**config.mk**
```make
export PLATFORM = sky130hd
export DESIGN_NAME = matrix_mult_engine
export DESIGN_NICKNAME = d
export VERILOG_FILES = /design/src/rtl/matrix_mult_engine_pkg.sv /design/src/rtl/matrix_mult_engine_mac.sv /design/src/rtl/matrix_mult_engine.sv
export SDC_FILE = /design/constraint.sdc
export NUM_CORES = 1
export LEC_CHECK = 0
export CAP_MARGIN = 15
export CORE_MARGIN = 2
export CORE_UTILIZATION = 50
export CTS_CLUSTER_DIAMETER = 30
export DETAILED_ROUTE_END_ITERATION = 10
export PLACE_DENSITY = 0.73
export SYNTH_ARGS = -nofsm -noshare
export SYNTH_HDL_FRONTEND = slang
export SYNTH_SLANG_ARGS = --single-unit
```
**constraint.sdc**
```tcl
create_clock -name clk -period 9.8 [get_ports clk]
set_input_delay 1.96 -clock clk [delete_from_list [all_inputs] [get_ports clk]]
set_output_delay 1.96 -clock clk [all_outputs]
set_load 0.02 [all_outputs]
```
**src/rtl/matrix_mult_engine_pkg.sv**
```systemverilog
// mm_pkg: shared constants, FSM state type and operand indexing helpers
// for the 3x3 byte matrix multiply engine.
//   DATA_W : operand element width (unsigned bytes)
//   DIM    : matrix dimension
//   ACC_W  : accumulator width, wide enough for DIM products without overflow
//   NBYTES : bytes emitted per result element
//   OPND_W : width of the flattened operand bus (A then B, row-major)
package mm_pkg;

  localparam int unsigned DATA_W = 8;
  localparam int unsigned DIM    = 3;
  localparam int unsigned ACC_W  = 2 * DATA_W + 2;
  localparam int unsigned NBYTES = 3;
  localparam int unsigned EXT_W  = NBYTES * DATA_W;
  localparam int unsigned OPND_W = 2 * DIM * DIM * DATA_W;

  typedef enum logic [1:0] {
    IDLE,
    CALC,
    EMIT,
    FINISH
  } state_t;

  // Byte offset of A[i][k] within the operand bus.
  function automatic int unsigned a_off(input logic [1:0] i, input logic [1:0] k);
    return 32'(i) * DIM + 32'(k);
  endfunction

  // Byte offset of B[k][j] within the operand bus (B follows the nine A bytes).
  function automatic int unsigned b_off(input logic [1:0] k, input logic [1:0] j);
    return DIM * DIM + 32'(k) * DIM + 32'(j);
  endfunction

  // Byte idx of a result, zero-extended above ACC_W.
  function automatic logic [DATA_W-1:0] res_byte(input logic [ACC_W-1:0] res,
                                                 input logic [1:0]       idx);
    logic [EXT_W-1:0] ext;
    ext = EXT_W'(res);
    return ext[DATA_W*32'(idx) +: DATA_W];
  endfunction

endpackage

```
**src/rtl/matrix_mult_engine_mac.sv**
```systemverilog
// mm_mac: registered unsigned multiply-accumulate.
// Ports:
//   clk, reset : clock, asynchronous active-low reset
//   clr        : restart accumulation (with en: load a*b, without: load 0)
//   en         : accumulate a*b this cycle
//   a, b       : unsigned operand bytes
//   acc        : registered accumulator
module mm_mac
  import mm_pkg::*;
(
  input  logic              clk,
  input  logic              reset,
  input  logic              clr,
  input  logic              en,
  input  logic [DATA_W-1:0] a,
  input  logic [DATA_W-1:0] b,
  output logic [ACC_W-1:0]  acc
);

  logic [ACC_W-1:0] prod;

  assign prod = ACC_W'(a) * ACC_W'(b);

  always_ff @(posedge clk or negedge reset) begin
    if (!reset) begin
      acc <= '0;
    end else if (clr) begin
      acc <= en ? prod : '0;
    end else if (en) begin
      acc <= acc + prod;
    end
  end

endmodule

```
**src/rtl/matrix_mult_engine.sv**
```systemverilog
// matrix_mult_engine: computes C = A x B for unsigned 3x3 byte matrices with
// one MAC and streams the nine results as little-endian byte triplets.
// Ports:
//   clk       : clock
//   reset     : asynchronous active-low reset
//   start     : rising edge launches one computation (from collector done)
//   operands  : bytes 0-8 A row-major, bytes 9-17 B row-major
//   out_data  : current result byte
//   out_valid : out_data valid
//   out_ready : consumer accepts the byte
//   out_last  : final byte of C[2][2]
//   busy      : computing or emitting
//   done      : run finished, held until start drops
module matrix_mult_engine
  import mm_pkg::*;
(
  input  logic              clk,
  input  logic              reset,
  input  logic              start,
  input  logic [OPND_W-1:0] operands,
  output logic [DATA_W-1:0] out_data,
  output logic              out_valid,
  input  logic              out_ready,
  output logic              out_last,
  output logic              busy,
  output logic              done
);

  state_t             state_q;
  logic               start_q;
  logic [OPND_W-1:0]  ops_q;
  logic [1:0]         i_q, j_q, k_q, byte_q;
  logic               out_valid_q, busy_q, done_q;

  logic               start_edge;
  logic               xfer;
  logic               mac_clr, mac_en;
  logic [DATA_W-1:0]  a_w, b_w;
  logic [ACC_W-1:0]   acc_w;

  assign start_edge = start & ~start_q;
  assign xfer       = out_valid_q & out_ready;

  assign a_w = ops_q[DATA_W*a_off(i_q, k_q) +: DATA_W];
  assign b_w = ops_q[DATA_W*b_off(k_q, j_q) +: DATA_W];

  // The accumulator restarts on the k=0 product instead of being cleared at
  // k=2, so it holds the finished sum through EMIT and doubles as the result.
  assign mac_en  = (state_q == CALC);
  assign mac_clr = (state_q == IDLE) | ((state_q == CALC) & (k_q == 2'd0));

  mm_mac u_mac (
    .clk   (clk),
    .reset (reset),
    .clr   (mac_clr),
    .en    (mac_en),
    .a     (a_w),
    .b     (b_w),
    .acc   (acc_w)
  );

  assign out_data  = res_byte(acc_w, byte_q);
  assign out_valid = out_valid_q;
  assign out_last  = out_valid_q & (i_q == 2'd2) & (j_q == 2'd2) & (byte_q == 2'd2);
  assign busy      = busy_q;
  assign done      = done_q;

  always_ff @(posedge clk or negedge reset) begin
    if (!reset) begin
      state_q     <= IDLE;
      start_q     <= 1'b0;
      ops_q       <= '0;
      i_q         <= '0;
      j_q         <= '0;
      k_q         <= '0;
      byte_q      <= '0;
      out_valid_q <= 1'b0;
      busy_q      <= 1'b0;
      done_q      <= 1'b0;
    end else begin
      start_q <= start;
      case (state_q)
        IDLE: begin
          if (start_edge) begin
            ops_q   <= operands;
            i_q     <= '0;
            j_q     <= '0;
            k_q     <= '0;
            byte_q  <= '0;
            busy_q  <= 1'b1;
            state_q <= CALC;
          end
        end

        CALC: begin
          if (k_q == 2'd2) begin
            k_q         <= '0;
            byte_q      <= '0;
            out_valid_q <= 1'b1;
            state_q     <= EMIT;
          end else begin
            k_q <= k_q + 2'd1;
          end
        end

        EMIT: begin
          if (xfer) begin
            if (byte_q == 2'd2) begin
              out_valid_q <= 1'b0;
              byte_q      <= '0;
              if ((i_q == 2'd2) && (j_q == 2'd2)) begin
                busy_q  <= 1'b0;
                done_q  <= 1'b1;
                state_q <= FINISH;
              end else begin
                if (j_q == 2'd2) begin
                  j_q <= '0;
                  i_q <= i_q + 2'd1;
                end else begin
                  j_q <= j_q + 2'd1;
                end
                state_q <= CALC;
              end
            end else begin
              byte_q <= byte_q + 2'd1;
            end
          end
        end

        FINISH: begin
          if (!start) begin
            done_q  <= 1'b0;
            state_q <= IDLE;
          end
        end

        default: state_q <= IDLE;
      endcase
    end
  end

endmodule

```
## Word level (Yosys, flattened, before mapping)

Index checks and enable logic that the tools add are counted.

- Register bits: 176
- Logic and storage cells: 107
- Bits of input ports: 148

- Equal/unequal tests: 15
- Shift-type cells: 3
- Multipliers: 3
- Reductions and logical operators: 18
- Add/subtract/negate cells: 8
- Muxes and demuxes: 41
- Bitwise gates (word level): 8

Operator list:

| cell | number |
|---|---|
| 144-bit by 10-bit variable part select with 8-bit output | 1 |
| 144-bit by 9-bit variable part select with 8-bit output | 1 |
| 2-bit 2-to-1 mux | 19 |
| 18-bit 2-to-1 mux | 2 |
| 24-bit by 6-bit variable part select with 8-bit output | 1 |
| 5-bit AND reduction | 4 |
| 18-bit by 16-bit adder with 18-bit output | 1 |
| 8-bit by 8-bit multiplier with 16-bit output | 1 |
| 16-bit 2-to-1 mux | 1 |
| 2-bit != test (second input constant) | 8 |
| 2-bit == test (second input constant) | 6 |
| 2-bit one-hot mux with 2 select lines | 3 |
| 1-bit 2-to-1 mux | 11 |
| 2-bit nonzero test | 5 |
| 2-bit by 1-bit adder with 2-bit output (second input constant) | 4 |
| 2-bit by 2-bit multiplier with 4-bit output (second input constant) | 2 |
| 2-bit one-hot mux with 4 select lines | 1 |
| 4-bit AND reduction | 2 |
| 5-bit by 2-bit adder with 6-bit output | 1 |
| 1-bit AND | 6 |
| 1-bit one-hot mux with 2 select lines | 3 |
| 2-bit one-hot mux with 3 select lines | 1 |
| 6-bit AND reduction | 1 |
| 4-bit by 2-bit adder with 5-bit output | 1 |
| other kinds (8) | 10 |

## Logic depth before layout (Yosys ltp)

Gate-level depths: netlist (run 1).

- Depth after elaboration: 8
- Mapped depth: 32
- Mapped depth without buffers: 30

## Modules after synthesis

Synthesis (run 1) repeated with hierarchy kept, for this count alone.

- Cells, all modules: 1315
- Area, all modules: 12354.3 µm²

By module, submodules not included:

| module | instances | area an instance (µm²) | cells an instance |
|---|---|---|---|
| matrix_mult_engine | 1 | 8767.2 | 907 |
| mm_mac | 1 | 3587.2 | 408 |

## Worst setup path before layout (run 1)

OpenSTA, ideal clock, no wires.

- Path kind: register to register
- Start point: register j_q[1]
- End point: register u_mac.acc[16]
- Arrival time: 8308 ps
- Required time: 9664 ps
- Buffers on the path: 3
- Slack: 1356 ps
- Period minus slack after synthesis: 8444 ps
- Stages on the path, launching flop included: 30
- Library setup time: 136 ps
- Path through: dfrtp_1 fa_1 inv_1 fa_1 fa_1 buf_2 buf_4 mux4_2 mux4_2 a22oi_4 nor2_1 fa_1 inv_1 fa_1 inv_1 fa_1 inv_1 fa_1 inv_1 ha_1 o21ai_0 xnor2_1 ha_1 clkbuf_1 a41o_1 a211oi_1 o21ai_1 a41o_1 a2111oi_0 nor3b_1

- Word-level cells in the longest chain between the ends: 6

Ends and longest elaborated chain:

| what | line | text |
|---|---|---|
| start: declaration | matrix_mult_engine.sv:32 | `logic [1:0] i_q, j_q, k_q, byte_q;` |
| start signal: assignment | matrix_mult_engine.sv:120 | `j_q <= j_q + 2'd1;` |
| 5-bit by 2-bit adder with 6-bit output | matrix_mult_engine_pkg.sv:31 | `return DIM * DIM + 32'(k) * DIM + 32'(j);` |
| 144-bit by 10-bit variable part select with 8-bit output | matrix_mult_engine.sv:45 | `assign b_w = ops_q[DATA_W*b_off(k_q, j_q) +: DATA_W];` |
| 8-bit by 8-bit multiplier with 16-bit output | matrix_mult_engine_mac.sv:22 | `assign prod = ACC_W'(a) * ACC_W'(b);` |
| 18-bit by 16-bit adder with 18-bit output | matrix_mult_engine_mac.sv:30 | `acc <= acc + prod;` |
| 18-bit 2-to-1 mux | matrix_mult_engine_mac.sv:29 | `end else if (en) begin` |
| 18-bit 2-to-1 mux | matrix_mult_engine_mac.sv:27 | `end else if (clr) begin` |
| end signal: assignment | matrix_mult_engine_mac.sv:28 | `acc <= en ? prod : '0;` |
| end signal: assignment | matrix_mult_engine_mac.sv:30 |  |
| end: declaration | matrix_mult_engine_mac.sv:17 | `output logic [ACC_W-1:0] acc` |

Every way passes these cells. The select of a mux whose other input is x is not followed.
A chain may end at the register's enable or synchronous reset.

## Worst setup path after layout (run 1)

- Start point: register j_q[1]
- End point: register u_mac.acc[17]

Same word-level chain as after synthesis.

==> results_dict.tcl, run 1 <==
set metrics [dict create \
    yosys.area.top_type "dfrtp_1" \
    hold_depth 1 \
    routed_wl_um 30900 \
    die-area_mm2 0.0256 \
    ys_seq_area_share_pct 36.3 \
    drv_slew 0 \
    synth_edf_count 0 \
    slowest_stage "fa_1" \
    fin_crit_ps 9060 \
    drc 0 \
    nets 1386 \
    cp.arrival_ps 9420 \
    setup_viol 0 \
    ios 160 \
    synth_fp_nets 1246 \
    worstPathRequired_ps 10150 \
    grt_pass1_wl_um 49700 \
    hold_viol_final 0 \
    antenna_found_initial 2 \
    async_reset_ff_share_pct 100 \
    dpl.hpwl_um 23700 \
    tightest_slew_ps 1020 \
    viasPerCell 5.83 \
    slowest_delay_ps 570 \
    status "finished, final reports clean" \
    rsz0062_at_grt "false" \
    fin_crit_sh_pct 92.5 \
    antenna_left 0 \
    skew_ps 14.9 \
    synthFlopType "dfrtp_1" \
    clk_pin_slew_ps 80 \
    syn_to_final_growth_pct 20.3 \
    tns_ps 0 \
    worst_setup_path_end_kind "register" \
    clockRootBuffer "clkbuf_16" \
    avgSynthCellArea_um2 12.2 \
    critPathLaunchType "register" \
    cts_tree "yes" \
    critPathKind "reg2reg" \
    holdBufCountCts 0 \
    num_vias 8580 \
    portBuffers 159 \
    grt_usage_pct 25.3 \
    yosysTopAreaCellShare_pct 36.3 \
    synthDistinctLibCells 57 \
    drt_iter0_markers 636 \
    clock_latency_ps 440 \
    grt_pass1_vias 9054 \
    cts_resized 0 \
    worst-path-stages 27 \
    chipWidth_um 160 \
    core_area_mm2 0.0241 \
    ys_ff_latch 176 \
    cp_top_family "adder cells" \
    slew_headroom_pct 32.3 \
    initial_core_util_pct 50.4 \
    clock_path_buffers 2 \
    rows 57 \
    hold_class "reg2reg" \
    fmax_mhz 110 \
    synth_cells 993 \
    firstDrtPassIters 5 \
    grt_max_degree 109 \
    synth_area_leaders "dfrtp_1 (36%), mux2_2 (15%), mux4_2 (13%)" \
    crit_top_cell "fa_1" \
    r2r_cells 27 \
    crit_fanout 31 \
    htreeDepth 4 \
    drive_gt1_share_pct 25.2 \
    fillers 1939 \
    wl_per_cell_um 21.0 \
    die_h_um 160 \
    numClockSinks 176 \
    post_cts_buffers 0 \
    overflow 0 \
    maxCapViolCount 0 \
    numCtsBuffers 17 \
    synth_area_mm2 0.0121 \
    path_buf_inv 5 \
    gp_congestion 0.942 \
    yosys_warnings 0 \
]
-- worst register-to-register path: stages, from the launching register on --
cell and delay (ps):
dfrtp_1 430, fa_1 570, inv_1 60, fa_1 430
fa_1 550, buf_4 420, mux4_2 570, mux4_2 510
a22oi_4 290, or2_1 180, fa_1 420, fa_1 540
inv_1 50, fa_1 530, inv_1 50, fa_1 520
inv_1 40, ha_1 340, o21ai_0 370, o21ai_0 190
xor2_1 180, ha_1 360, a21oi_1 160, o221ai_1 120
a21oi_1 340, a211oi_1 130, o311ai_0 400, mux2i_1 230
-- through the flow --
step / instance area, µm² / hold slack (ps) / setup slack [ps] / instances / utilization, %
2_1_floorplan: 12100 / 475 / 1360 / 993 / -
6_report: 14600 / 498 / 737 / 1472 / 60.6
3_3_place_gp: 14000 / 465 / 977 / 1438 / 58.2
5_1_grt: 14600 / 523 / 309 / 1470 / 60.6
4_1_cts: 14600 / 498 / 750 / 1470 / 60.6
3_5_place_dp: 14000 / 480 / 845 / 1438 / 58.2
-- cell usage in the layout (no fill, tap or decap), types with 4 or more instances in the layout --
cell type and count:
a211oi_1 6, a21o_1 10, a21oi_1 32, a22oi_1 6, a22oi_4 7, buf_4 10
clkbuf_16 17, clkdlybuf4s50_1 158, clkinv_8 4, dfrtp_1 176, fa_1 43, ha_1 60
inv_1 74, inv_6 5, mux2_2 162, mux2i_1 22, mux4_2 71, nand2_1 45
nand2b_1 4, nand3_1 4, nor2_1 81, nor3_1 4, o211ai_1 7, o21a_1 5
o21ai_0 29, o21ai_1 9, o31ai_1 4, or2_1 12, xnor2_1 12, xor2_1 12
-- worst paths after layout --
check,start,endpoint,slack [ps]
setup / recovery,j_q[1]$_DFFE_PN0P_,u_mac.acc[17]$_DFFE_PN0P_,740
hold / removal,busy$_DFFE_PN0P_,busy$_DFFE_PN0P_,500
setup reg to reg,j_q[1]$_DFFE_PN0P_,u_mac.acc[17]$_DFFE_PN0P_,740
hold reg to reg,busy$_DFFE_PN0P_,busy$_DFFE_PN0P_,500
max in group asynchronous,reset,ops_q[22]$_DFFE_PN0P_,6650
min in group asynchronous,reset,start_q$_DFF_PN0_,1670
-- sequential cells by signal, summed over array words and instances, names as in the netlist --
signal / count
i_q: 2
start_q: 1
j_q: 2
done: 1
busy: 1
out_valid: 1
k_q: 2
state_q: 2
u_mac.acc: 18
ops_q: 144
byte_q: 2
-- synthesized netlist by cell type, types with 2 or more instances --
| cell type | n |
|---|---|
| dfrtp_1 | 176 |
| mux2_2 | 162 |
| nor2_1 | 81 |
| inv_1 | 74 |
| mux4_2 | 71 |
| ha_1 | 62 |
| nand2_1 | 45 |
| fa_1 | 43 |
| a21oi_1 | 32 |
| o21ai_0 | 29 |
| mux2i_1 | 22 |
| clkbuf_1 | 19 |
| buf_2 | 17 |
| or2_1 | 12 |
| xnor2_1 | 12 |
| xor2_1 | 12 |
| a21o_1 | 10 |
| o21ai_1 | 9 |
| a22oi_4 | 7 |
| buf_4 | 7 |
| o211ai_1 | 7 |
| a211oi_1 | 6 |
| a22oi_1 | 6 |
| buf_1 | 6 |
| o21a_1 | 5 |
| nand2b_1 | 4 |
| nand3_1 | 4 |
| nor3_1 | 4 |
| o31ai_1 | 4 |
| a22o_1 | 3 |
| and3_1 | 3 |
| nand4_1 | 3 |
| o21bai_1 | 3 |
| o22ai_1 | 3 |
| a21boi_0 | 2 |
| a31oi_1 | 2 |
| a41o_1 | 2 |
| a41oi_1 | 2 |
| and2_1 | 2 |
| nor3b_1 | 2 |
| or4_1 | 2 |
-- cells by family (layout without fill, tap and decap cells) --
family / count (synthesis) / after routing / synth area share [%]
fa+ha+maj: 105 / 105 / 13.5
buf+inv: 123 / 276 / 4.19
simple gates: 168 / 168 / 6.07
other cells: 0 / 2 / 0
compound gates: 142 / 142 / 8.29
mux: 255 / 255 / 30.0
xor+xnor: 24 / 24 / 1.73
flops: 176 / 176 / 36.3
-- cell type report --
class	instances	area (µm²)	share of cell area (%)
Sequential cell	176	4400	30.1
Timing Repair Buffer	170	1690	11.6
Clock inverter	15	161	1.10
Clock buffer	17	425	2.91
Multi-Input combinational cell	694	7250	49.6
Inverter	74	278	1.90
Antenna cell	2	5.00	0.0342
Tap cell	324	405	2.77
-- metal layers --
| layer | routed length [µm] | track usage (%) |
|---|---|---|
| met5 | 0 | 0 |
| met4 | 1140 | 9.54 |
| met3 | 1830 | 4.88 |
| met2 | 15300 | 42.7 |
| met1 | 12700 | 32.5 |
Power of run 1 is left out: the tool's default activity adds up to more than one toggle a clock period on the data nets, which glitch-free logic cannot reach.
==> inputs of run 2 (changes only) <==
--- a/config.mk
+++ b/config.mk
@@ -5,7 +5,6 @@
 export SDC_FILE = /design/constraint.sdc
 export NUM_CORES = 1
 export LEC_CHECK = 0
-export CAP_MARGIN = 15
 export CORE_MARGIN = 2
 export CORE_UTILIZATION = 50
 export CTS_CLUSTER_DIAMETER = 30
==> constraint.sdc (replaced) <==
create_clock -name clk -period 11.55 [get_ports clk]
set_input_delay 2.31 -clock clk [delete_from_list [all_inputs] [get_ports clk]]
set_output_delay 2.31 -clock clk [all_outputs]
set_load 0.02 [all_outputs]
==> run 2 against run 1 <==
Global-route usage fell by 1.2 points. Worst hold slack got worse by 18 ps. Via count fell by 1.1%. Clock-buffer cell count did not move. Flip-flop and latch count did not move. Critical path depth rose by 1. Final cell count fell by 0.27%. Sequential share of layout area barely moved. Utilization barely moved. Routed wire length fell by 4.0%.
==> results_dict.tcl, run 2 (synthesis gave the netlist of run 1 again) <==
set metrics [dict create \
    status "finished, final reports clean" \
    critPathLaunchType "register" \
    drc 0 \
    rows 57 \
    antenna_left 0 \
    reg_top3 "ops_q: 144 flops, u_mac.acc: 18 flops" \
    routed_wl_um 29700 \
    cts_tree "yes" \
    clockRootBuffer "clkbuf_16" \
    crit_top_cell "fa_1" \
    die_h_um 160 \
    instances_no_fill 1468 \
    die-area_mm2 0.0256 \
    grt_pass1_wl_um 47900 \
    fin_crit_sh_pct 78.5 \
    dp.cells 1435 \
    syn_to_final_growth_pct 20.4 \
    num_vias 8484 \
    hold_class "reg2reg" \
    holdBufCountCts 0 \
    clock_latency_ps 440 \
    core_area_mm2 0.0241 \
    fmax_mhz 110 \
    numClockSinks 176 \
    drt_iter0_markers 534 \
    clock_path_buffers 2 \
    fillers 1982 \
    placed_area_mm2 0.0140 \
    drive_gt1_share_pct 25.0 \
    post_cts_buffers 0 \
    viasPerCell 5.78 \
    design_area_mm2 0.0146 \
    portBuffers 159 \
    largest_register "ops_q" \
    fin_crit_ps 9070 \
    antenna_found_initial 4 \
    wl_per_cell_um 20.2 \
    gp_congestion 0.942 \
    numCtsBuffers 17 \
    crit_fanout 31 \
    grt_max_degree 100 \
    drv_slew 0 \
    grt_pass1_vias 8904 \
    largest_register_ffs 144 \
    worst_setup_path_end_kind "register" \
    worstPathRequired_ps 11850 \
    chipWidth_um 160 \
    clk_pin_slew_ps 80 \
    ios 160 \
    htreeDepth 4 \
    tightest_slew_ps 1050 \
    cp.arrival_ps 9370 \
    cts_resized 0 \
    nets 1383 \
    hold_viol_final 0 \
    setup_viol 0 \
    firstDrtPassIters 5 \
    slowest_delay_ps 580 \
    final_common_cell "dfrtp_1" \
    skew_ps 12.4 \
    grt_usage_pct 24.1 \
    slew_headroom_pct 29.8 \
    maxCapViolCount 0 \
    tns_ps 0 \
    slowest_stage "fa_1" \
    dpl.hpwl_um 22600 \
    initial_core_util_pct 50.4 \
    rsz0062_at_grt "false" \
    critPathKind "reg2reg" \
    fin_util_pct 60.7 \
    layout_common_cells "dfrtp_1 (176), mux2_2 (162), clkdlybuf4s50_1 (158)" \
    overflow 0 \
]
==> run 2: cell type report <==
type	instances	area, µm²	share of cell area, %
Tap cell	324	405	2.77
Clock buffer	17	425	2.91
Sequential cell	176	4400	30.1
Timing Repair Buffer	167	1650	11.3
Clock inverter	15	206	1.41
Inverter	74	278	1.90
Multi-Input combinational cell	694	7250	49.6
Antenna cell	1	2.50	0.0171
==> run 2: critical path: cells and delay by family (launching register included) <==
kind / cells / cell delay, ps
adder cells (fa/ha/maj): 9 / 4180
AO/OA/AOI/OAI: 8 / 1980
multiplexers: 2 / 1080
buffers and inverters: 5 / 630
flip-flops: 1 / 440
AND/OR/NAND/NOR: 3 / 390
XOR/XNOR: 1 / 190
==> run 2: path summary, 6_finish.rpt <==
kind	start	endpoint	slack (ps)	depth (start not counted)
hold reg to reg	busy$_DFFE_PN0P_	busy$_DFFE_PN0P_	480	1
hold / removal	busy$_DFFE_PN0P_	busy$_DFFE_PN0P_	480	1
min in group asynchronous	reset	busy$_DFFE_PN0P_	1970	1
setup / recovery	j_q[1]$_DFFE_PN0P_	u_mac.acc[16]$_DFFE_PN0P_	2480	28
setup reg to reg	j_q[1]$_DFFE_PN0P_	u_mac.acc[16]$_DFFE_PN0P_	2480	28
max in group asynchronous	reset	ops_q[25]$_DFFE_PN0P_	8020	2
==> run 2: routing by layer <==
metal	routed length (µm)	up-vias	share of wire (%)	global-route usage (%)
met5	30	-	0.10	0
met4	1150	6	3.9	9.54
met3	1730	69	5.8	5.56
met2	14700	273	50	40.8
met1	12100	4264	41	30.1
li1	-	3872	-	-
==> run 2: stage by stage <==
stage	setup slack, ps	hold slack (ps)
global placement	2760	459
global route	2010	504
detailed placement	2580	466
floorplan	3110	475
CTS	2520	484
finish	2480	480
Power of run 2 is left out for the same reason.
==> inputs of run 3 (changes only) <==
==> constraint.sdc (replaced) <==
create_clock -name clk -period 9 [get_ports clk]
set_input_delay 1.8 -clock clk [delete_from_list [all_inputs] [get_ports clk]]
set_output_delay 1.8 -clock clk [all_outputs]
set_load 0.02 [all_outputs]
==> run 3 against run 2 <==
Clock-buffer cell count stayed put. Flip-flop and latch count unchanged. Worst setup slack got worse by 2200 ps. Final cell count is 1.1% higher. Clock skew is 2.8 ps lower. Sequential share of layout area shrank 0.43 points. Cell area rose by 1.4%. Worst hold slack better by 3.6 ps. Die area did not move.
==> results_dict.tcl, run 3 (synthesis gave the netlist of run 1 again) <==
set metrics [dict create \
    die_h_um 160 \
    htreeDepth 4 \
    numClockSinks 176 \
    maxCapViolCount 0 \
    clock_path_buffers 2 \
    critPathKind "reg2reg" \
    ios 160 \
    grt_pass1_vias 9048 \
    slowest_delay_ps 660 \
    drc 0 \
    antenna_left 0 \
    chipWidth_um 160 \
    antenna_found_initial 3 \
    cts_tree "yes" \
    syn_to_final_growth_pct 22.1 \
    worst_setup_path_end_kind "register" \
    die-area_mm2 0.0256 \
    path_buf_inv 4 \
    crit_fanout 16 \
    num_vias 8712 \
    hold_class "reg2reg" \
    core_area_mm2 0.0241 \
    rsz0062_at_grt "true" \
    grt_usage_pct 25.2 \
    clk_pin_slew_ps 80 \
    numCtsBuffers 17 \
    cp.arrival_ps 9050 \
    layout_common_cells "dfrtp_1 (176), mux2_2 (162), clkdlybuf4s50_1 (158)" \
    setup_viol 0 \
    wl_per_cell_um 21.1 \
    fin_crit_sh_pct 96.9 \
    tightest_slew_ps 1030 \
    slew_headroom_pct 31.1 \
    clockRootBuffer "clkbuf_16" \
    grt_max_degree 143 \
    portBuffers 159 \
    rows 57 \
    dpl.hpwl_um 23300 \
    fillers 1923 \
    cp_top_family "adder cells" \
    routed_wl_um 31300 \
    gp_congestion 0.958 \
    grt_pass1_wl_um 49600 \
    initial_core_util_pct 50.4 \
    overflow 0 \
    critPathLaunchType "register" \
    largest_register_ffs 144 \
    nets 1399 \
    worstPathRequired_ps 9320 \
    hold_viol_final 0 \
    fmax_mhz 115 \
    clock_latency_ps 440 \
    drive_gt1_share_pct 26.7 \
    drv_slew 0 \
    final_common_cell "dfrtp_1" \
    hold_slack_ps 484 \
    status "finished, final reports clean" \
    crit_top_cell "fa_1" \
    drt_iter0_markers 633 \
    reg_top3 "ops_q: 144 flops, u_mac.acc: 18 flops" \
    viasPerCell 5.87 \
    fin_crit_ps 8720 \
    skew_ps 9.65 \
    slowest_stage "fa_2" \
    firstDrtPassIters 5 \
    largest_register "ops_q" \
]
run 3: stage by stage:
step                      cells  utilization [%]  TNS, ps  cell area, µm²  setup slack [ps]
after CTS                  1481             61.2        0           14700               239
final                      1484             61.5        0           14800               276
after floorplan             993                -        0           12100               556
after global routing       1483             61.5     -283           14800              -164
after detailed placement   1449             58.6        0           14100               245
after global placement     1449             58.6        0           14100               386
run 3: per-layer routing:
metal / vias to the layer above / track usage [%] / wire length [µm] / share of wire (%)
li1: 3914 / - / - / -
met1: 4419 / 31.0 / 12300 / 40
met2: 305 / 42.5 / 15500 / 50
met3: 72 / 6.23 / 2080 / 6.7
met4: 2 / 11.1 / 1320 / 4.2
met5: - / 0 / 15 / 0.048
run 3: timing repair:
action	in CTS	in global routing
hold buffers	0	0
setup endpoints to repair	0	5
gates resized for setup	0	14
setup buffers	0	1
run 3: final cells by class:
class / instances / area (µm²) / area share (%)
multi-input cells: 694 / 7290 / 49.2
flip-flops and latches: 176 / 4400 / 29.7
repair buffers: 183 / 1830 / 12.3
clock buffers: 17 / 425 / 2.87
well taps: 324 / 405 / 2.73
inverters: 74 / 278 / 1.87
clock inverters: 15 / 193 / 1.30
diodes: 1 / 2.50 / 0.0169
run 3: path summary, 6_finish.rpt:
kind	startpoint	to	slack, ps	cells past startpoint
setup reg to reg	j_q[1]$_DFFE_PN0P_	u_mac.acc[16]$_DFFE_PN0P_	280	26
hold reg to reg	busy$_DFFE_PN0P_	busy$_DFFE_PN0P_	480	1
setup / recovery	j_q[1]$_DFFE_PN0P_	u_mac.acc[16]$_DFFE_PN0P_	280	26
min in group asynchronous	reset	ops_q[137]$_DFFE_PN0P_	1510	1
hold / removal	busy$_DFFE_PN0P_	busy$_DFFE_PN0P_	480	1
max in group asynchronous	reset	ops_q[48]$_DFFE_PN0P_	6020	2
Power of run 3 is left out for the same reason.
